File: src/rtl/vga_pixel_scanner.sv
`timescale 1ns/1ps
`default_nettype none
// +----------------------------------------------------------------------------+
// | Module      : vga_pixel_scanner                                            |
// | Description : Raster timing generator. Divides clk down to a pixel tick,    |
// |               scans the frame, presents the current coordinate to a        |
// |               pattern block, and registers the returned colour together   |
// |               with hsync, vsync and data-enable so that all VGA outputs    |
// |               lag the coordinate by exactly one pixel tick.                |
// | Ports       : clk, rst_n            - clock, async active-low reset        |
// |               o_x, o_y              - current pixel column / row           |
// |               o_active              - coordinate lies in the visible area  |
// |               o_pix_tick            - one-clk pulse where the pixel moves  |
// |               i_red/green/blue      - colour for (o_x,o_y), combinational  |
// |               o_vga_red/green/blue  - registered colour, 0 when blanking   |
// |               o_hsync, o_vsync      - registered sync, level = SYNC_POL    |
// |               o_de                  - registered data enable               |
// |               o_frame_start         - one-clk pulse as scan wraps to (0,0) |
// | Revision    : 1.0  initial release                                         |
// +----------------------------------------------------------------------------+
module vga_pixel_scanner #(
  parameter int CLK_DIV  = 4,
  parameter int H_ACTIVE = 640,
  parameter int H_FP     = 16,
  parameter int H_SYNC   = 96,
  parameter int H_BP     = 48,
  parameter int V_ACTIVE = 480,
  parameter int V_FP     = 10,
  parameter int V_SYNC   = 2,
  parameter int V_BP     = 33,
  parameter bit SYNC_POL = 1'b0
) (
  input  logic               clk,
  input  logic               rst_n,
  output logic signed [15:0] o_x,
  output logic signed [15:0] o_y,
  output logic               o_active,
  output logic               o_pix_tick,
  input  logic [7:0]         i_red,
  input  logic [7:0]         i_green,
  input  logic [7:0]         i_blue,
  output logic [7:0]         o_vga_red,
  output logic [7:0]         o_vga_green,
  output logic [7:0]         o_vga_blue,
  output logic               o_hsync,
  output logic               o_vsync,
  output logic               o_de,
  output logic               o_frame_start
);

  // --------------------------------------------------------------------------
  // Derived timing constants
  // --------------------------------------------------------------------------
  localparam int H_TOTAL = H_ACTIVE + H_FP + H_SYNC + H_BP;
  localparam int V_TOTAL = V_ACTIVE + V_FP + V_SYNC + V_BP;

  // Totals are capped at 32767, so 15 bits hold every count and the MSB of
  // the 16-bit signed coordinate outputs is always zero.
  localparam int CNT_W = 15;
  localparam int DIV_W = (CLK_DIV > 1) ? $clog2(CLK_DIV) : 1;

  localparam logic [DIV_W-1:0] DIV_LAST = DIV_W'(CLK_DIV - 1);

  localparam logic [CNT_W-1:0] H_LAST     = CNT_W'(H_TOTAL - 1);
  localparam logic [CNT_W-1:0] V_LAST     = CNT_W'(V_TOTAL - 1);
  localparam logic [CNT_W-1:0] H_ACT_END  = CNT_W'(H_ACTIVE);
  localparam logic [CNT_W-1:0] V_ACT_END  = CNT_W'(V_ACTIVE);
  localparam logic [CNT_W-1:0] HS_START   = CNT_W'(H_ACTIVE + H_FP);
  localparam logic [CNT_W-1:0] HS_END     = CNT_W'(H_ACTIVE + H_FP + H_SYNC);
  localparam logic [CNT_W-1:0] VS_START   = CNT_W'(V_ACTIVE + V_FP);
  localparam logic [CNT_W-1:0] VS_END     = CNT_W'(V_ACTIVE + V_FP + V_SYNC);

  // --------------------------------------------------------------------------
  // Elaboration-time parameter checks
  // --------------------------------------------------------------------------
  if ((H_TOTAL > 32767) || (V_TOTAL > 32767)) begin : g_bad_totals
    $error("vga_pixel_scanner: H_TOTAL and V_TOTAL must be <= 32767");
  end

  if ((CLK_DIV < 1) || (CLK_DIV > 256)) begin : g_bad_clk_div
    $error("vga_pixel_scanner: CLK_DIV must lie in 1..256");
  end

  // --------------------------------------------------------------------------
  // Internal signals
  // --------------------------------------------------------------------------
  logic [DIV_W-1:0] div_cnt;
  logic [CNT_W-1:0] h_cnt;
  logic [CNT_W-1:0] v_cnt;
  logic             pix_tick;
  logic             h_last;
  logic             v_last;
  logic             active;
  logic             hsync_on;
  logic             vsync_on;

  // --------------------------------------------------------------------------
  // Pixel tick divider
  // --------------------------------------------------------------------------
  // With CLK_DIV=1 the counter is a single bit stuck at zero and DIV_LAST is
  // zero, so the tick is permanently high.
  assign pix_tick = (div_cnt == DIV_LAST);

  always_ff @(posedge clk or negedge rst_n) begin
    if (!rst_n) begin
      div_cnt <= '0;
    end else if (pix_tick) begin
      div_cnt <= '0;
    end else begin
      div_cnt <= div_cnt + DIV_W'(1);
    end
  end

  // --------------------------------------------------------------------------
  // Raster counters
  // --------------------------------------------------------------------------
  assign h_last = (h_cnt == H_LAST);
  assign v_last = (v_cnt == V_LAST);

  always_ff @(posedge clk or negedge rst_n) begin
    if (!rst_n) begin
      h_cnt <= '0;
      v_cnt <= '0;
    end else if (pix_tick) begin
      if (h_last) begin
        h_cnt <= '0;
        if (v_last) begin
          v_cnt <= '0;
        end else begin
          v_cnt <= v_cnt + CNT_W'(1);
        end
      end else begin
        h_cnt <= h_cnt + CNT_W'(1);
      end
    end
  end

  // --------------------------------------------------------------------------
  // Region decode from the current (pre-increment) counters
  // --------------------------------------------------------------------------
  assign active   = (h_cnt < H_ACT_END) && (v_cnt < V_ACT_END);
  assign hsync_on = (h_cnt >= HS_START) && (h_cnt < HS_END);
  assign vsync_on = (v_cnt >= VS_START) && (v_cnt < VS_END);

  // --------------------------------------------------------------------------
  // Output stage: samples the pattern colour and region flags for the pixel
  // currently on o_x/o_y, so everything here lags the coordinate by one tick.
  // --------------------------------------------------------------------------
  always_ff @(posedge clk or negedge rst_n) begin
    if (!rst_n) begin
      o_vga_red   <= 8'd0;
      o_vga_green <= 8'd0;
      o_vga_blue  <= 8'd0;
      o_de        <= 1'b0;
      o_hsync     <= ~SYNC_POL;
      o_vsync     <= ~SYNC_POL;
    end else if (pix_tick) begin
      o_vga_red   <= active ? i_red   : 8'd0;
      o_vga_green <= active ? i_green : 8'd0;
      o_vga_blue  <= active ? i_blue  : 8'd0;
      o_de        <= active;
      o_hsync     <= hsync_on ? SYNC_POL : ~SYNC_POL;
      o_vsync     <= vsync_on ? SYNC_POL : ~SYNC_POL;
    end
  end

  // Registered every clk (not only on ticks) so it is a single-clk pulse,
  // landing on the same edge that moves the counters to (0,0).
  always_ff @(posedge clk or negedge rst_n) begin
    if (!rst_n) begin
      o_frame_start <= 1'b0;
    end else begin
      o_frame_start <= pix_tick && h_last && v_last;
    end
  end

  // --------------------------------------------------------------------------
  // Coordinate and status outputs
  // --------------------------------------------------------------------------
  assign o_x        = $signed({1'b0, h_cnt});
  assign o_y        = $signed({1'b0, v_cnt});
  assign o_active   = active;
  assign o_pix_tick = pix_tick;

endmodule

`default_nettype wire

File: config.mk
export PLATFORM = sky130hd
export DESIGN_NAME = vga_pixel_scanner
export DESIGN_NICKNAME = d
export VERILOG_FILES = /design/src/rtl/vga_pixel_scanner.sv
export SDC_FILE = /design/constraint.sdc
export NUM_CORES = 1
export LEC_CHECK = 0
export BUFFER_PORTS_ARGS = -buffer_cell sky130_fd_sc_hd__buf_2
export CAP_MARGIN = 10
export CORE_ASPECT_RATIO = 1.4
export CORE_MARGIN = 2
export CORE_UTILIZATION = 46
export CTS_CLUSTER_SIZE = 14
export DETAILED_ROUTE_END_ITERATION = 7
export PLACE_DENSITY_LB_ADDON = 0.25
export SLEW_MARGIN = 20
export SYNTH_ARGS = -nofsm -noshare
export SYNTH_HDL_FRONTEND = slang
export SYNTH_SLANG_ARGS = --single-unit
File: constraint.sdc
create_clock -name clk -period 2.1 [get_ports clk]
set_input_delay 0 -clock clk [delete_from_list [all_inputs] [get_ports clk]]
set_output_delay 0 -clock clk [all_outputs]
set_load 0.03 [all_outputs]
==> results.py, run 1 <==
metrics = {
    "run_status": {
        "status": "complete, but fails checks",
        "failed_checks": "negative setup slack",
    },
    "global_routing": {
        "grt_usage": 0.2251,
        "grt_pass1_vias": 2437,
        "grt_pass1_wl_um": 11850,
        "overflow": 0,
        "grt_max_degree": 52,
        "antenna_found_initial": 0,
    },
    "sta": {
        "skew_ns": 0.01327,
        "maxSlewHeadroom": 0.6187,
        "timing.final.hold_violations": 0,
        "period_minus_slack_ns": 2.111,
        "slew_viol_final": 0,
        "worst_slack_ns": -0.01087,
        "post-route-period-util": 1.005,
        "fmaxAchievable_mhz": 473.7,
        "setup_viol_count_final": 1,
        "grt_setup_unrepaired": "true",
        "tns_ns": -0.01087,
        "tightest_slew_ns": 0.5719,
    },
    "route": {
        "wl_per_cell_um": 15.22,
        "top_layer_used": "met4",
        "wl_met1_um": 3171,
        "met3_wirelength_um": 347,
        "ant_nets": 0,
        "drc_errors": 0,
        "wl_met2_um": 3917,
        "drt_pass1_iterations": 4,
        "vias": 2590,
        "drt_iter0_markers": 140,
        "routed_via_density": 5.254,
        "wirelength_um": 7504,
    },
    "floorplan": {
        "io_pins": 88,
        "initial_core_util": 0.4787,
        "dieHeight_um": 96.42,
        "rows": 33,
        "dieArea_um2": 6751,
        "die_w_um": 70.02,
        "core_um2": 5863,
    },
    "layout": {
        "layout.nets": 448,
        "drive_above_1_share": 0.3735,
        "antenna_cells": 0,
        "n_fill_cell": 447,
        "syn_to_final_growth_pct": 43.69,
    },
    "pwr": {
        "netSwitchingFraction": 0.2353,
        "p_per_area_nw_per_um2": 593.1,
        "combinationalPowerShare": 0.078,
        "total_power_w": 0.002392,
        "switchingPower_w": 0.0005627,
        "p_seq_frac": 0.498,
        "peakVddDrop_mv": 0.5148,
        "power.leakage_nw": 1.971,
        "power.share.clock": 0.423,
        "p_int_w": 0.001829,
    },
    "logic_synthesis": {
        "syn-instance-count": 285,
        "synth.distinct_cells": 44,
        "ys_async_sr_fraction": 1.000,
        "postSynthAreaPerCell_um2": 9.847,
        "ys_ff_latch": 60,
        "syn_area_um2": 2806,
        "synth_edf_count": 0,
        "synth-main-ff-cell": "dfrtp_1",
        "synth.yosys.seq_area_share": 0.5359,
        "synth_warnings": 0,
    },
    "placement": {
        "dp_hpwl_um": 4628,
        "gp_congestion": 0.8007,
        "portBuffers": 85,
    },
    "cts": {
        "cts.reportedPaths.clkPinSlew_ns": 0.07,
        "ctsHtreeMaxLevel": 3,
        "cts_buffer_depth": 2,
        "cts_tree": "yes",
        "clkLatencyLatePin_ns": 0.34,
        "cts_sinks": 60,
        "cts-root-buf": "clkbuf_8",
        "cts_buffers": 9,
    },
    "worst_setup_path": {
        "cp-start-kind": "register",
        "end_kind": "primary output",
        "cp_max_fo": 4,
        "cp.required_ns": 2.10,
        "cp.arrival_ns": 2.11,
        "crit_type": "reg -> out",
    },
    "min_path": {
        "min_path_type": "in -> async",
    },
    "job": {
        "drv_cap": 0,
    },
}
## cells by family after synthesis
family | count (synthesis) | share of synthesized area
AND/OR/NAND/NOR | 108 | 0.2176
flip-flops | 60 | 0.5359
AO/OA/AOI/OAI | 48 | 0.09585
buffers and inverters | 45 | 0.07133
XOR/XNOR | 18 | 0.05617
adder cells (fa/ha/maj) | 4 | 0.01783
other | 1 | 0.001336
multiplexers | 1 | 0.004012
## sequential cells by signal, indices dropped and copies added (netlist names)
name           flops
div_cnt            2
h_cnt             15
o_de               1
o_frame_start      1
o_hsync            1
o_vga_blue         8
o_vga_green        8
o_vga_red          8
o_vsync            1
v_cnt             15
## worst max-delay path, cell delays in order, from the launching register on
cell	delay (ns)
dfrtp_2	0.40
or4_4	0.54
or2_4	0.24
and4bb_2	0.35
buf_12	0.13
buf_8	0.12
## power groups by stage
stage / Clock [W] / Sequential (W) / Combinational [W]
5_1_grt: 0.00110 / 0.00119 / 0.000205
3_5_place_dp: 0 / 0.00121 / 0.000147
4_1_cts: 0.00105 / 0.00119 / 0.000183
2_1_floorplan: 0 / 0.00126 / 0.0000226
6_report: 0.00101 / 0.00119 / 0.000187
3_3_place_gp: 0 / 0.00121 / 0.000146
## Yosys cell counts (all sizes together) (2+ instances only)
cell | n | area, um2
dfstp | 2 | 52.55
buf | 9 | 65.05
nor4bb | 2 | 20.02
o31ai | 3 | 22.52
xnor2 | 11 | 96.34
xor2 | 7 | 61.31
dfrtp | 58 | 1451
nor4 | 5 | 46.29
and3 | 5 | 32.53
nand4 | 12 | 75.07
nor3 | 7 | 35.03
ha | 4 | 50.05
and2 | 2 | 12.51
inv | 30 | 112.6
clkbuf | 6 | 22.52
nand2 | 11 | 41.29
a31oi | 2 | 12.51
nor2 | 17 | 63.81
nand3 | 33 | 165.2
o21ai | 38 | 190.2
nand2b | 4 | 32.53
## layout make-up
class | instances | area, um2 | area share
Sequential cell | 60 | 1513 | 0.3751
Multi-Input combinational cell | 181 | 1170 | 0.2901
Timing Repair Buffer | 136 | 955.9 | 0.2370
Clock buffer | 11 | 141.4 | 0.03506
Inverter | 30 | 112.6 | 0.02792
Tap cell | 70 | 87.58 | 0.02172
Clock inverter | 5 | 52.55 | 0.01303
## cells in the final DEF, fill, tap and decap left out, types with 2 or more instances in the layout
master / instances
a31oi_1: 2
and3_1: 4
buf_12: 2
buf_2: 84
buf_4: 21
buf_8: 2
clkbuf_8: 10
clkinv_2: 3
conb_1: 2
dfrtp_1: 51
dfrtp_2: 7
dfstp_2: 2
dlygate4sd3_1: 25
ha_1: 3
inv_1: 30
nand2_1: 10
nand2b_1: 3
nand3_1: 28
nand3_2: 5
nand4_1: 12
nor2_1: 17
nor3_1: 6
nor4_1: 3
nor4bb_1: 2
o21ai_0: 26
o21ai_1: 10
o21ai_2: 2
o31ai_1: 2
xnor2_1: 11
xor2_1: 7
## per-layer routing
layer,track usage,vias up
met1,0.2901,1261
met5,0,-
li1,-,1245
met4,0.07692,0
met3,0.05705,5
met2,0.3738,79
## final timing paths
kind | slack, ns | from | cells after the start | to
worst max-delay path | -0.01 | h_cnt[10] | 5 | o_active
max in group asynchronous | 1.25 | rst_n | 3 | o_hsync
min in group clk | 0.42 | i_green[0] | 4 | o_vga_green[0]
worst max register to register | 0.01 | h_cnt[10] | 6 | o_vga_green[3]
worst min-delay path | 0.19 | rst_n | 2 | o_vga_green[0]
worst min register to register | 0.43 | div_cnt[0] | 1 | div_cnt[0]
## stage by stage
stage | worst slack (ns) | instances | area [um2] | utilization | hold slack (ns)
after floorplan | 0.01558 | 286 | 2843 | - | -0.2956
after global placement | 0.1128 | 442 | 3398 | 0.5796 | 0.02851
after detailed placement | 0.01370 | 442 | 3398 | 0.5796 | 0.03441
after CTS | -0.03100 | 489 | 3924 | 0.6692 | 0.1943
after global routing | -0.06685 | 493 | 4033 | 0.6878 | 0.2432
final | -0.01087 | 493 | 4033 | 0.6878 | 0.1879
## what timing repair did
action / in CTS / in global routing
endpoints found under the hold margin: 46 / 0
pin swaps: 2 / 4
endpoints found under the setup margin: 1 / 29
setup buffers: 5 / 3
hold buffers: 25 / 0
cloned: 1 / 1
gates resized for setup: 4 / 27
(Power assumes the default switching activity.)
==> run 2: changes to the inputs <==
Settings changed: CORE_UTILIZATION 46 to 55.
Clock period 2.1 ns to 2.58 ns, I/O delays scaled along.
==> run 2 against run 1 <==
The flow now finishes without violations. Die area is 16% lower. Clock power is 19% lower. Worst setup slack better by 0.16 ns. Hold slack better by 0.016 ns. Critical path depth stayed put. Non-clock buffer count is 21 lower. Cell count is 5.7% lower. Sequential power is 18% lower. Final area is 7.9% lower. Global-route usage is 3.2 points higher. Combinational power is 20% lower. Critical endpoint unchanged. Highest routed layer unchanged.
==> results.py, run 2 (synthesized netlist as in run 1, its figures left out) <==
metrics = {
    "run_status": {
        "status": "finished, final reports clean",
    },
    "pwr": {
        "power.leakage_nw": 1.815,
        "netSwitchingFraction": 0.2351,
        "peakVddDrop_mv": 0.4661,
        "p_per_area_nw_per_um2": 521.0,
        "power.share.clock": 0.421,
        "p_seq_frac": 0.502,
        "total_power_w": 0.001935,
        "p_int_w": 0.001480,
        "switchingPower_w": 0.0004551,
        "combinationalPowerShare": 0.077,
    },
    "layout": {
        "reg.largest.list": "h_cnt: 15 flops, v_cnt: 15 flops",
        "fin_area_um2": 3715,
        "antenna_cells": 0,
        "syn_to_final_growth_pct": 32.37,
        "drive_above_1_share": 0.2893,
        "layout.nets": 427,
        "finalNonFillerCells": 465,
        "final_common_cell": "buf_2",
        "final_cell_mix": "84 x buf_2, 58 x dfrtp_1, 38 x o21ai_0, 33 x nand3_1, 30 x inv_1",
        "n_fill_cell": 316,
    },
    "floorplan": {
        "dieHeight_um": 88.52,
        "initial_core_util": 0.5751,
        "core_um2": 4880,
        "rows": 30,
        "die_w_um": 64.37,
        "dieArea_um2": 5698,
        "io_pins": 88,
    },
    "sta": {
        "period_minus_slack_ns": 2.431,
        "setup_viol_count_final": 0,
        "slew_viol_final": 0,
        "skew_ns": 0.008989,
        "tns_ns": 0,
        "fmaxAchievable_mhz": 411.3,
        "grt_setup_unrepaired": "false",
        "tightest_slew_ns": 0.5756,
        "maxSlewHeadroom": 0.6163,
        "timing.final.hold_violations": 0,
        "post-route-period-util": 0.9423,
    },
    "cts": {
        "cts_sinks": 60,
        "cts_tree": "yes",
        "ctsHtreeMaxLevel": 3,
        "cts.reportedPaths.clkPinSlew_ns": 0.07,
        "cts-root-buf": "clkbuf_8",
        "cts_buffer_depth": 2,
        "clkLatencyLatePin_ns": 0.33,
        "cts_setup_buffers": 0,
        "cts_buffers": 9,
    },
    "min_path": {
        "min_path_type": "in -> async",
    },
    "worst_setup_path": {
        "cp.arrival_ns": 2.43,
        "crit_type": "reg -> out",
        "cp.required_ns": 2.58,
        "slowest_delay_ns": 0.57,
        "cp_max_fo": 26,
        "timing.rr.start": "h_cnt[12]",
        "end_kind": "primary output",
        "reg2reg_slack_ns": 0.33,
        "rr_worst_depth": 5,
        "path_cells": "or4_4, or2_2, and4bb_2, buf_6, buf_2",
        "crit_path_top_delay_cell": "or4_4",
        "critPathBufInv": 2,
        "cp-start-kind": "register",
        "r2r_end": "v_cnt[7]",
        "cp_top_family": "simple AND/OR/NAND/NOR gates",
    },
    "route": {
        "drc_errors": 0,
        "drt_iter0_markers": 195,
        "drt_pass1_iterations": 4,
        "wirelength_um": 7059,
        "vias": 2582,
        "wl_per_cell_um": 15.18,
        "routed_via_density": 5.553,
        "ant_nets": 0,
    },
    "global_routing": {
        "grtUsageMet3": 0.07125,
        "use_met1": 0.3416,
        "grt_usage": 0.2571,
        "gr-usage-met2": 0.3949,
        "grt_pass1_wl_um": 11210,
        "antenna_found_initial": 0,
        "top_usage_layer": "met2",
        "overflow": 0,
        "grt_pass1_vias": 2356,
        "grt_max_degree": 50,
    },
    "placement": {
        "placedCellCount": 425,
        "dp_hpwl_um": 4419,
        "post_dp_cell_area_um2": 3268,
        "gp_congestion": 0.8898,
        "portBuffers": 85,
    },
    "job": {
        "drv_cap": 0,
    },
}
-- run 2: cell types whose count changed in the layout (fill, tap and decap cells not counted), sizes merged --
cell / change
clkbuf: -2
buf: -19
bufbuf: -1
-- run 2: stage by stage --
step	hold slack [ns]	worst slack, ns	utilization
finish	0.2034	0.1489	0.7613
global route	0.2508	0.06923	0.7613
CTS	0.4037	0.08271	0.7600
detailed placement	0.2330	0.3834	0.6697
global placement	0.2261	0.4655	0.6697
floorplan	-0.2956	0.3507	-
-- run 2: power by group through the flow --
stage,combinational [W],sequential (W),clock [W]
2_1_floorplan,0.0000184,0.00103,0
3_3_place_gp,0.000116,0.000986,0
3_5_place_dp,0.000118,0.000986,0
4_1_cts,0.000147,0.000969,0.000837
5_1_grt,0.000163,0.000971,0.000879
6_report,0.000149,0.000971,0.000815
-- run 2: routing by layer --
| layer | wire length (um) | vias to the layer above |
|---|---|---|
| met5 | 0 | - |
| met4 | 137 | 0 |
| met3 | 597 | 15 |
| met2 | 3291 | 136 |
| met1 | 3032 | 1234 |
| li1 | - | 1197 |
-- run 2: worst max path at each step --
stage          startpoint           end  slack [ns]  cells past startpoint
2_1_floorplan   h_cnt[12]  o_vga_red[3]        0.35                      7
3_3_place_gp    h_cnt[12]  o_vga_red[7]        0.47                      6
3_5_place_dp    h_cnt[12]      v_cnt[7]        0.38                      5
4_1_cts         h_cnt[12]      o_active        0.08                      5
5_1_grt         h_cnt[12]      o_active        0.07                      5
6_report        h_cnt[12]      o_active        0.15                      5
-- run 2: worst reg2reg max path: cells and delay by family, from the launching register on --
family	cells	cell delay (ns)
compound gates	1	0.32
simple gates	4	1.40
flops	1	0.43
-- run 2: timing repair --
item,in CTS,in global routing
setup endpoints to repair,0,1
hold endpoints to repair,68,0
hold buffers,25,0
gates resized for setup,0,1
-- run 2: area by class of cell --
cell class | count | area [um2] | share of cell area
flip-flops and latches | 60 | 1504 | 0.4048
multi-input cells | 181 | 1109 | 0.2984
repair buffers | 115 | 719.4 | 0.1937
clock buffers | 10 | 137.6 | 0.03705
inverters | 30 | 112.6 | 0.03031
well taps | 64 | 80.08 | 0.02156
clock inverters | 5 | 52.55 | 0.01415
